--- src/rtl/lc3b_types.sv ---
// Shared LC-3b memory-system types: line geometry defaults and the L2 arbiter state set.
package lc3b_types;

    localparam int ADR_W_DEF = 12;   // line address, byte address [15:4]
    localparam int DAT_W_DEF = 128;  // one cache line of eight 16-bit words
    localparam int SEL_W_DEF = 16;
    localparam int CNT_W     = 16;

    typedef logic [DAT_W_DEF-1:0] lc3b_8words;

    typedef enum logic [1:0] {
        ARB_IDLE  = 2'd0,
        ARB_GNT_I = 2'd1,
        ARB_GNT_D = 2'd2
    } arb_state_e;

    typedef enum logic {
        MST_I = 1'b0,
        MST_D = 1'b1
    } master_e;

endpackage

--- src/rtl/cache_arbiter.sv ---
// Round-robin arbiter sharing one Wishbone L2 slave between the I-cache and D-cache.
// Every transaction returns to IDLE before the next grant, so a grant costs one idle cycle.
module cache_arbiter
    import lc3b_types::*;
#(
    parameter int ADR_W = ADR_W_DEF,
    parameter int DAT_W = $bits(lc3b_8words),
    parameter int SEL_W = SEL_W_DEF
) (
    input  logic             clk,
    input  logic             rst_n,

    input  logic             i_cyc,
    input  logic             i_stb,
    input  logic             i_we,
    input  logic [ADR_W-1:0] i_adr,
    input  logic [DAT_W-1:0] i_dat_m,
    input  logic [SEL_W-1:0] i_sel,
    output logic [DAT_W-1:0] i_dat_s,
    output logic             i_ack,
    output logic             i_rty,

    input  logic             d_cyc,
    input  logic             d_stb,
    input  logic             d_we,
    input  logic [ADR_W-1:0] d_adr,
    input  logic [DAT_W-1:0] d_dat_m,
    input  logic [SEL_W-1:0] d_sel,
    output logic [DAT_W-1:0] d_dat_s,
    output logic             d_ack,
    output logic             d_rty,

    output logic             l2_cyc,
    output logic             l2_stb,
    output logic             l2_we,
    output logic [ADR_W-1:0] l2_adr,
    output logic [DAT_W-1:0] l2_dat_m,
    output logic [SEL_W-1:0] l2_sel,
    input  logic [DAT_W-1:0] l2_dat_s,
    input  logic             l2_ack,
    input  logic             l2_rty,

    output logic [CNT_W-1:0] i_grant_cnt,
    output logic [CNT_W-1:0] d_grant_cnt,
    output logic [CNT_W-1:0] wait_cnt
);

    arb_state_e state, state_next;
    master_e    last_served;
    logic       req_i, req_d;
    logic       unused_l2_rty;

    assign req_i = i_cyc & i_stb;
    assign req_d = d_cyc & d_stb;

    // The L2 retry response carries no meaning here; the grant simply waits for l2_ack.
    assign unused_l2_rty = l2_rty;

    // NOTE: sequential state uses non-blocking assignments so every flop samples pre-edge values.
    always_ff @(posedge clk or negedge rst_n) begin
        if (!rst_n) begin
            state <= ARB_IDLE;
        end else begin
            state <= state_next;
        end
    end

    // NOTE: each combinational output gets a default first so no path can infer a latch.
    always_comb begin
        state_next = state;
        unique case (state)
            ARB_IDLE: begin
                if (req_i && req_d) begin
                    state_next = (last_served == MST_D) ? ARB_GNT_I : ARB_GNT_D;
                end else if (req_i) begin
                    state_next = ARB_GNT_I;
                end else if (req_d) begin
                    state_next = ARB_GNT_D;
                end
            end
            ARB_GNT_I: if (l2_ack || !i_cyc) state_next = ARB_IDLE;
            ARB_GNT_D: if (l2_ack || !d_cyc) state_next = ARB_IDLE;
            default:   state_next = ARB_IDLE;
        endcase
    end

    // State is forced to IDLE asynchronously, so reset alone silences the bus and the acks.
    always_comb begin
        l2_cyc   = 1'b0;
        l2_stb   = 1'b0;
        l2_we    = 1'b0;
        l2_adr   = '0;
        l2_dat_m = '0;
        l2_sel   = '0;
        i_dat_s  = '0;
        d_dat_s  = '0;
        i_ack    = 1'b0;
        d_ack    = 1'b0;
        unique case (state)
            ARB_GNT_I: begin
                l2_cyc   = i_cyc;
                l2_stb   = i_stb;
                l2_we    = i_we;
                l2_adr   = i_adr;
                l2_dat_m = i_dat_m;
                l2_sel   = i_sel;
                i_dat_s  = l2_dat_s;
                i_ack    = l2_ack;
            end
            ARB_GNT_D: begin
                l2_cyc   = d_cyc;
                l2_stb   = d_stb;
                l2_we    = d_we;
                l2_adr   = d_adr;
                l2_dat_m = d_dat_m;
                l2_sel   = d_sel;
                d_dat_s  = l2_dat_s;
                d_ack    = l2_ack;
            end
            default: ;
        endcase
        i_rty = req_i & ~i_ack;
        d_rty = req_d & ~d_ack;
    end

    // A completion wins over a same-cycle abort: only l2_ack decides whether it counts.
    always_ff @(posedge clk or negedge rst_n) begin
        if (!rst_n) begin
            last_served <= MST_D;
            i_grant_cnt <= '0;
            d_grant_cnt <= '0;
            wait_cnt    <= '0;
        end else begin
            if (state == ARB_GNT_I && l2_ack) begin
                last_served <= MST_I;
                i_grant_cnt <= i_grant_cnt + 16'd1;
            end
            if (state == ARB_GNT_D && l2_ack) begin
                last_served <= MST_D;
                d_grant_cnt <= d_grant_cnt + 16'd1;
            end
            if ((req_i && state != ARB_GNT_I) || (req_d && state != ARB_GNT_D)) begin
                wait_cnt <= wait_cnt + 16'd1;
            end
        end
    end

endmodule

--- config.mk ---
export PLATFORM = sky130hd
export DESIGN_NAME = cache_arbiter
export DESIGN_NICKNAME = d
export VERILOG_FILES = /design/src/rtl/lc3b_types.sv /design/src/rtl/cache_arbiter.sv
export SDC_FILE = /design/constraint.sdc
export NUM_CORES = 1
export LEC_CHECK = 0
export ABC_AREA = 1
export CAP_MARGIN = 20
export CORE_AREA = 2 2 354 356
export DETAILED_ROUTE_END_ITERATION = 10
export DIE_AREA = 0 0 356 358
export MAX_ROUTING_LAYER = met4
export PLACE_DENSITY_LB_ADDON = 0.2
export RECOVER_POWER = 100
export SLEW_MARGIN = 30
export SYNTH_ARGS = -nofsm -noshare
export SYNTH_HDL_FRONTEND = slang
export SYNTH_SLANG_ARGS = --single-unit
--- constraint.sdc ---
create_clock -name clk -period 2.7 [get_ports clk]
set_input_delay 0.405 -clock clk [delete_from_list [all_inputs] [get_ports clk]]
set_output_delay 0.405 -clock clk [all_outputs]
set_load 0.01 [all_outputs]
==> results.py <==
metrics = {
    "outcome": {
        "status": "completed",
    },
    "routing": {
        "first_pass_iters": 5,
        "drt-total-wl_um": 87900,
        "drc_errors": 0,
        "postRouteAntennaNets": 0,
        "dr_total_vias": 12300,
        "wl_per_cell_um": 21.9,
        "viasPerCell": 3.06,
        "drtIter0Drc": 602,
    },
    "place": {
        "numPortBuffers": 915,
        "hpwl_um": 75200,
        "place.gp.congestion": 0.862,
    },
    "cts": {
        "ctsHoldBuffers": 0,
        "clk_pin_slew_worst_paths_ps": 80,
        "htreeDepth": 2,
        "clkLatencyLatePin_ps": 310,
        "cts_max_path_buffers": 2,
        "cts_buffers": 5,
        "cts.sinks": 51,
        "cts_tree": "built",
        "cts_root_buffer": "clkbuf_16",
    },
    "die": {
        "ioPinCount": 917,
        "die_area_um2": 127000,
        "num_rows": 129,
        "die_w_um": 356,
        "coreArea_um2": 123000,
        "die_height_um": 358,
        "initial_core_util_pct": 5.65,
    },
    "finish": {
        "final_nets": 2816,
        "utilization_pct": 16.2,
        "syn_to_final_growth_pct": 187,
        "drive_gt1_share_pct": 11.1,
    },
    "power": {
        "p_leak_nw": 10.5,
        "ir_drop_v": 0.000641,
        "p_per_area_nw_per_um2": 784,
        "fin_total_pwr_mw": 15.7,
    },
    "grt": {
        "grt_use_met1_pct": 16.1,
        "use_met3_pct": 3.05,
        "antenna_found_initial": 45,
        "grt_pass1_wl_um": 111000,
        "top_usage_layer": "met2",
        "grt_pass1_vias": 12300,
        "grt_use_total_pct": 13.2,
        "met2_usage_pct": 22.8,
        "grt_max_degree": 52,
        "gr-total-overflow": 0,
    },
    "timing": {
        "tightest_slew_ps": 1400,
        "skew_ps": 9.78,
        "hold_violations": 0,
        "relSlewSlack_pct": 6.43,
        "period_minus_slack_ps": 2610,
        "setup_viol": 0,
        "hold_ws_ps": 504,
        "rsz0062_at_grt": "true",
        "tns_ps": 0,
        "fmax_mhz": 383,
        "fin_crit_sh_pct": 96.8,
        "drv_slew": 0,
    },
    "critical_path": {
        "critPathKind": "reg -> out",
        "crit_fanout": 11,
        "worst_ep_required_time_ps": 2300,
        "reg2regPathDepth": 14,
        "critPathArrivalTime_ps": 2210,
        "r2r_end": "wait_cnt[13]$_DFFE_PN0P_",
        "rrSetupSlack_ps": 280,
        "start_kind": "flip-flop",
        "timing.rr.start": "state[0]$_DFFE_PN0P_",
        "endpoint": "l2_dat_m[95]",
        "crit_start": "state[0]$_DFFE_PN0P_",
        "endpoint_kind": "output pin",
    },
    "hold_path": {
        "holdCritPathClass": "in -> async",
    },
    "yosys": {
        "synth_cells": 1401,
        "synth_seq_area_share_pct": 18.3,
        "synth_area_per_cell_um2": 4.97,
        "netlist_area_um2": 6970,
        "ys_types": 26,
        "ys_ff_latch": 51,
        "synth_warnings": 0,
        "synth_top_area_share_pct": 36.3,
        "netlist_top_cells_area": "nand2_1 36%, dfrtp_1 18%, inv_1 17%",
        "syn_nets": 1857,
        "synth_top_cell_by_area": "nand2_1",
    },
    "run": {
        "max_cap_viol_count": 0,
    },
}
worst min path at each step:
stage	slack, ps	to
floorplan	110	d_grant_cnt[0]$_DFFE_PN0P_
global placement	440	wait_cnt[7]$_DFFE_PN0P_
detailed placement	440	wait_cnt[7]$_DFFE_PN0P_
CTS	90	wait_cnt[2]$_DFFE_PN0P_
global route	540	i_grant_cnt[4]$_DFFE_PN0P_
finish	500	wait_cnt[6]$_DFFE_PN0P_
flip-flops by register name, indices dropped and copies added, names as in the netlist:
signal,flops
d_grant_cnt,16
state,2
last_served,1
wait_cnt,16
i_grant_cnt,16
cell families after synthesis:
group,after synthesis,share of synthesized area [%]
and+or+nand+nor,756,42.5
buffers and inverters,391,22.2
AOI/OAI and AO/OA,166,12.0
DFF,51,18.3
xor gates and xnor gates,31,3.90
adders and majority gates,6,1.08
repair_timing:
item,CTS,global route
setup buffers,17,8
pin swaps,3,4
resized for setup,246,82
endpoints found under the hold margin,0,0
gates cloned,11,4
endpoints found under the setup margin,204,110
per-stage QoR:
| stage | instance area (µm²) | worst slack, ps | std cells |
|---|---|---|---|
| floorplan | 6970 | 846 | 1401 |
| global placement | 18900 | -29.5 | 3951 |
| detailed placement | 18900 | -33.8 | 3951 |
| CTS | 19600 | -179 | 3987 |
| global route | 20000 | -16.0 | 4010 |
| finish | 20000 | 87.2 | 4014 |
metal layers:
layer | vias up | wire length, µm
li1 | 6009 | -
met1 | 5598 | 37500
met2 | 580 | 43100
met3 | 95 | 5740
met4 | 0 | 1620
met5 | - | 0
synth_stat cells:
master	count
nand2_1	673
inv_1	308
a21oi_1	160
buf_2	55
dfrtp_1	50
nor2_1	29
clkbuf_1	24
nand3_1	22
xor2_1	18
xnor2_1	13
nand4_1	9
ha_1	6
nor2_2	6
nor3_1	6
o21ai_0	4
nand2_2	3
nand3b_1	3
buf_4	2
nor2_4	2
nor3_2	2
buf_1	1
clkinv_1	1
dfstp_2	1
nand3_2	1
o2111ai_1	1
o21ai_1	1
where the power goes:
part           switching (mW)  internal, mW
Sequential              0.146         0.888
Clock                   0.339         0.350
Combinational            7.44          6.49
worst max-delay path: stages (launching register included):
cell and delay (ps):
dfrtp_1 400, buf_6 120, ha_4 180, buf_12 140, buf_16 160, buf_12 150
buf_12 130, nand2_4 60, a21oi_4 240, buf_6 150, buf_12 100
placed cells by master (no fill, tap or decap), drive strengths merged, types with 5 or more instances in the layout:
| cell type | n |
|---|---|
| a21oi | 160 |
| buf | 179 |
| bufbuf | 8 |
| clkbuf | 15 |
| clkdlybuf4s15 | 10 |
| clkdlybuf4s50 | 642 |
| dfrtp | 50 |
| diode | 16 |
| dlygate4sd2 | 143 |
| dlymetal6s2s | 42 |
| ha | 6 |
| inv | 307 |
| nand2 | 676 |
| nand3 | 23 |
| nand4 | 9 |
| nor2 | 37 |
| nor3 | 8 |
| o21ai | 5 |
| xnor2 | 13 |
| xor2 | 18 |
cell type report:
cell class | count | area [µm²]
tap | 1637 | 2050
sequential | 51 | 1280
clock buffer | 5 | 125
multi-input combinational | 959 | 4320
timing repair buffer | 1034 | 10900
fill | 14300 | 103000
inverter | 309 | 1190
clock inverter | 3 | 23.8
antenna | 16 | 40.0
No activity file was read; power rests on OpenSTA's default activity.
